==> src/rtl/rom_burst_arbiter.sv <==
// Round-robin arbiter and burst sequencer sharing one 1-cycle synchronous ROM across 4 requesters.
// Grant is combinational in IDLE; beats trail ROM issue by one register stage with no backpressure.
module rom_burst_arbiter #(
    parameter int ADDR_W = 4,
    parameter int DATA_W = 8
) (
    input  logic                  clk,
    input  logic                  rst,
    input  logic [3:0]            req_valid,
    output logic [3:0]            req_ready,
    input  logic [4*ADDR_W-1:0]   req_addr,
    input  logic [4*ADDR_W-1:0]   req_len,
    output logic                  rom_en,
    output logic [ADDR_W-1:0]     rom_addr,
    input  logic [DATA_W-1:0]     rom_data,
    output logic                  rsp_valid,
    output logic [1:0]            rsp_id,
    output logic [DATA_W-1:0]     rsp_data,
    output logic                  rsp_last,
    output logic                  busy
);
    localparam logic [0:0] IDLE  = 1'b0;
    localparam logic [0:0] BURST = 1'b1;
    localparam logic [ADDR_W-1:0] ONE = 1;

    logic [0:0]        state;
    logic [1:0]        ptr;
    logic [1:0]        cur_id;
    logic [1:0]        win;
    logic [1:0]        idx;
    logic [ADDR_W-1:0] cur_addr;
    logic [ADDR_W-1:0] cnt;
    logic              found;
    logic              grant;

    // First valid requester at or after ptr, wrapping modulo 4.
    always_comb begin
        win   = ptr;
        idx   = ptr;
        found = 1'b0;
        for (int k = 0; k < 4; k++) begin
            idx = ptr + 2'(k);
            if (!found && req_valid[idx]) begin
                win   = idx;
                found = 1'b1;
            end
        end
    end

    // Reset gates the grant so req_ready drops without waiting for a clock edge.
    assign grant     = (state == IDLE) && found && !rst;
    assign req_ready = grant ? (4'b0001 << win) : 4'b0000;
    assign rom_en    = (state == BURST);
    assign rom_addr  = rom_en ? cur_addr : '0;
    assign rsp_data  = rom_data;
    assign busy      = rom_en | rsp_valid;

    always_ff @(posedge clk or posedge rst) begin
        if (rst) begin
            state     <= IDLE;
            ptr       <= 2'd0;
            cur_addr  <= '0;
            cnt       <= '0;
            cur_id    <= 2'd0;
            rsp_valid <= 1'b0;
            rsp_last  <= 1'b0;
            rsp_id    <= 2'd0;
        end else begin
            rsp_valid <= rom_en;
            rsp_id    <= cur_id;
            rsp_last  <= rom_en && (cnt == '0);
            if (state == IDLE) begin
                if (grant) begin
                    cur_addr <= req_addr[win*ADDR_W +: ADDR_W];
                    cnt      <= req_len[win*ADDR_W +: ADDR_W];
                    cur_id   <= win;
                    ptr      <= win + 2'd1;
                    state    <= BURST;
                end
            end else begin
                cur_addr <= cur_addr + ONE;
                if (cnt != '0) begin
                    cnt <= cnt - ONE;
                end else begin
                    state <= IDLE;
                end
            end
        end
    end
endmodule

==> config.mk <==
export PLATFORM = sky130hd
export DESIGN_NAME = rom_burst_arbiter
export DESIGN_NICKNAME = d
export VERILOG_FILES = /design/src/rtl/rom_burst_arbiter.sv
export SDC_FILE = /design/constraint.sdc
export NUM_CORES = 1
export LEC_CHECK = 0
export CELL_PAD_IN_SITES_DETAIL_PLACEMENT = 0
export CELL_PAD_IN_SITES_GLOBAL_PLACEMENT = 1
export CORE_ASPECT_RATIO = 0.7
export CORE_UTILIZATION = 28
export DETAILED_ROUTE_END_ITERATION = 12
export PLACE_DENSITY_LB_ADDON = 0.15
export SYNTH_ARGS = -nofsm -noshare
export SYNTH_HDL_FRONTEND = slang
export SYNTH_SLANG_ARGS = --single-unit
==> constraint.sdc <==
create_clock -name clk -period 2.15 [get_ports clk]
set_input_delay 0.3225 -clock clk [delete_from_list [all_inputs] [get_ports clk]]
set_output_delay 0.3225 -clock clk [all_outputs]
set_load 0.01 [all_outputs]
==> impl_metrics.csv, run 1 <==
group,metric,value,unit
outcome,status,"completed",
die,io_pins,68,
detailed_routing,dr.pass1.iters,4,
layout,antennaDiodeCount,0,
cts,root_buffer,"clkbuf_8",
critical_path,rr_worst_depth,7,
logic_synthesis,synthAdderAreaFrac,6.82,%
cts,cts.clk_slew.worst_paths,60,ps
critical_path,crit_type,"flip-flop to output pin",
detailed_routing,via_per_inst,4.61,
logic_synthesis,async_flop_share,100,%
logic_synthesis,synth_seq_cells,17,
place,gp_congestion,0.769,
place,dp_hpwl,2860,µm
critical_path,arrival,1730,ps
place,dpl.cell_count,254,
logic_synthesis,yosysTopAreaCellShare,33.1,%
timing,finalSetupViolCount,0,
detailed_routing,drc_errors,0,
timing,fmax,487,MHz
cts,htreeDepth,1,
place,place_ws,-583,ps
timing,worstMarginPinSlew,407,ps
logic_synthesis,synth_top_family_by_area,"simple AND/OR/NAND/NOR gates",
critical_path,cp_slowest_cell,"dfrtp_1",
layout,final_cell_area,0.00204,mm²
detailed_routing,ant_nets,0,
logic_synthesis,yosys.area.top_type,"dfrtp_1",
layout,stdcell_count,264,
layout,seq_area,425,µm²
critical_path,startpoint,"ptr[0]$_DFFE_PP0P_",
critical_path,crit_path_end_kind,"output pin",
logic_synthesis,synth_area_leaders,"dfrtp_1 33%, mux2i_1 7.0%, ha_1 6.8%",
logic_synthesis,yosys_most_used_dff,"dfrtp_1",
die,die_area,0.00486,mm²
critical_path,path_buf_inv,2,
detailed_routing,post_drt_wl_per_cell,13.7,µm
logic_synthesis,synth.area.mux_share,11.7,%
logic_synthesis,yosys_warnings,0,
critical_path,cp-start-kind,"flip-flop",
layout,drive_gt1_share,28.2,%
critical_path,cp_top_family,"simple AND/OR/NAND/NOR gates",
die,dieWidth,82.9,µm
critical_path,worstPathMaxFanout,4,
place,placed_area,0.00194,mm²
min_path,holdPathStages,0,
logic_synthesis,synth_edf_count,0,
logic_synthesis,synth_common_cells,"17 x dfrtp_1, 15 x nand2_1, 10 x buf_4",
logic_synthesis,ys_seq_area_share,33.1,%
cts,clkLatencyLatePin,250,ps
logic_synthesis,netlist_instances,138,
timing,finalMaxSlewViolations,0,
layout,fin_nets,263,
place,port_buffers,51,
grt,grt_pass1_wl,6210,µm
timing,clock-skew-final,1.10,ps
logic_synthesis,syn_area,0.00128,mm²
job,maxCapViolCount,0,
cts,cts_buffers,3,
pwr,p_leak,0.924,nW
min_path,min_from,"cur_id[0]$_DFFE_PP0P_",
pwr,ir_drop,0.560,mV
timing,maxSlewHeadroom,72.8,%
pwr,power.density,1140,mW/mm²
detailed_routing,routed_wirelength,3620,µm
layout,num-fill-cells,411,
die,core,0.00438,mm²
timing,grt_setup_unrepaired,"true",
die,std_cell_rows,20,
grt,antenna_found_initial,0,
die,start_util,29.3,%
timing,fin_ws,95.9,ps
grt,globalRouteTotalUtil,16.0,%
timing,fin_crit_sh,95.5,%
logic_synthesis,synth_compound_area_share,17.8,%
logic_synthesis,synth_fp_nets,191,
cts,clock_path_buffers,2,
critical_path,rrSetupSlack,220,ps
layout,multi_input_area,774,µm²
timing,finalHoldViolCount,0,
logic_synthesis,ys_types,40,
cts,cts.sinks,17,
detailed_routing,drtIter0Drc,32,
logic_synthesis,yosys.area_share.xor_xnor,0.682,%
detailed_routing,vias,1218,
logic_synthesis,synth.most_common_cell,"dfrtp_1",
min_path,hold_path_end,"rsp_id[0]$_DFF_PP0_",
min_path,hold_class,"flip-flop to flip-flop",
critical_path,required,1830,ps
critical_path,r2r_start,"ptr[0]$_DFFE_PP0P_",
critical_path,path_cells,"nor2b_2 > buf_4 > nor4_4 > nor2_4 > ha_2 > and3_1 > buf_2",
grt,grt_max_degree,14,
cts,cts_tree,"yes",
logic_synthesis,syn_area_per_cell,9.30,µm²
critical_path,critical-path-max-stage-delay,420,ps
grt,first_global_vias,1282,
timing,min_period,2050,ps
critical_path,r2r_end,"cur_addr[0]$_DFFE_PP0P_",
layout,areaGrowthSynthToFinish,58.6,%
grt,overflow,0,
logic_synthesis,synth-simple-area-share,20.5,%
die,die_y,58.7,µm
## cell families (layout without fill, tap and decap cells)
group / Yosys count / after routing
AND/OR/NAND/NOR: 49 / 49
adder cells (fa/ha/maj): 7 / 7
AO/OA/AOI/OAI: 30 / 30
multiplexers: 14 / 14
XOR/XNOR: 1 / 1
buffers and inverters: 20 / 91
flip-flops: 17 / 17
## cell usage in the layout (no fill, tap or decap), types with 4 or more instances in the layout
master,n
clkdlybuf4s50_1,43
and2_1,4
o21ai_0,5
and3_1,5
buf_4,28
ha_1,5
dfrtp_1,17
mux2i_1,9
mux2_2,4
inv_1,6
nand2_1,15
a21oi_1,7
nor2_1,6
nand3_1,4
## report_power, final
group	leakage (nW)	internal, mW	switching (mW)
Combinational	0.706	0.814	0.659
Clock	0.0228	0.132	0.107
Sequential	0.196	0.480	0.123
## through the flow
step	TNS [ps]	hold WS [ps]	total power, mW	util, %
6_report	0	377	2.31	46.5
4_1_cts	-50.6	387	2.28	46.0
5_1_grt	0	407	2.51	46.5
2_1_floorplan	0	285	1.43	-
3_5_place_dp	-4510	363	1.99	44.3
3_3_place_gp	-3660	361	1.95	44.3
## timing repair
item	in CTS	in global routing
pin swaps	4	3
cloned	0	0
endpoints found under the setup margin	8	4
buffers inserted	3	3
hold buffers	0	0
gates resized for setup	18	12
## registers in the layout, summed over array words and instances, names as in the netlist
name,cells
cnt,4
ptr,2
rsp_valid,1
rom_en,1
cur_id,2
cur_addr,4
rsp_last,1
rsp_id,2
## worst max-delay path by stage
stage,slack [ps],endpoint,cells past startpoint
final,100,req_ready[0],7
after global routing,1,req_ready[3],8
after CTS,-30,req_ready[2],8
after detailed placement,-580,req_ready[2],8
after global placement,-490,req_ready[2],8
after floorplan,340,req_ready[2],6
## routing by layer
metal / global-route usage [%] / vias to the layer above / wire, µm
met4: 2.22 / 0 / 20
met5: 0 / - / 0
met1: 20.9 / 551 / 1710
met3: 4.63 / 6 / 219
li1: - / 627 / -
met2: 27.5 / 34 / 1680
## cell type report
type	instances	share of cell area (%)
Sequential cell	17	20.9
Timing Repair Buffer	79	34.0
Multi-Input combinational cell	101	38.0
Clock buffer	4	2.21
Inverter	8	1.48
Tap cell	55	3.38
(Power assumes the default switching activity.)
==> run 2: changes to the inputs <==
Settings changed: ABC_CLOCK_PERIOD_IN_PS from default to 2150.
==> results of run 2 <==
Same layout as run 1: the final DEF is identical, and so are final timing and power.
==> run 3: changes to the inputs <==
Settings changed: CTS_CLUSTER_SIZE from default to 10.
==> results of run 3 <==
Same layout as run 1: the final DEF is identical, and so are final timing and power.
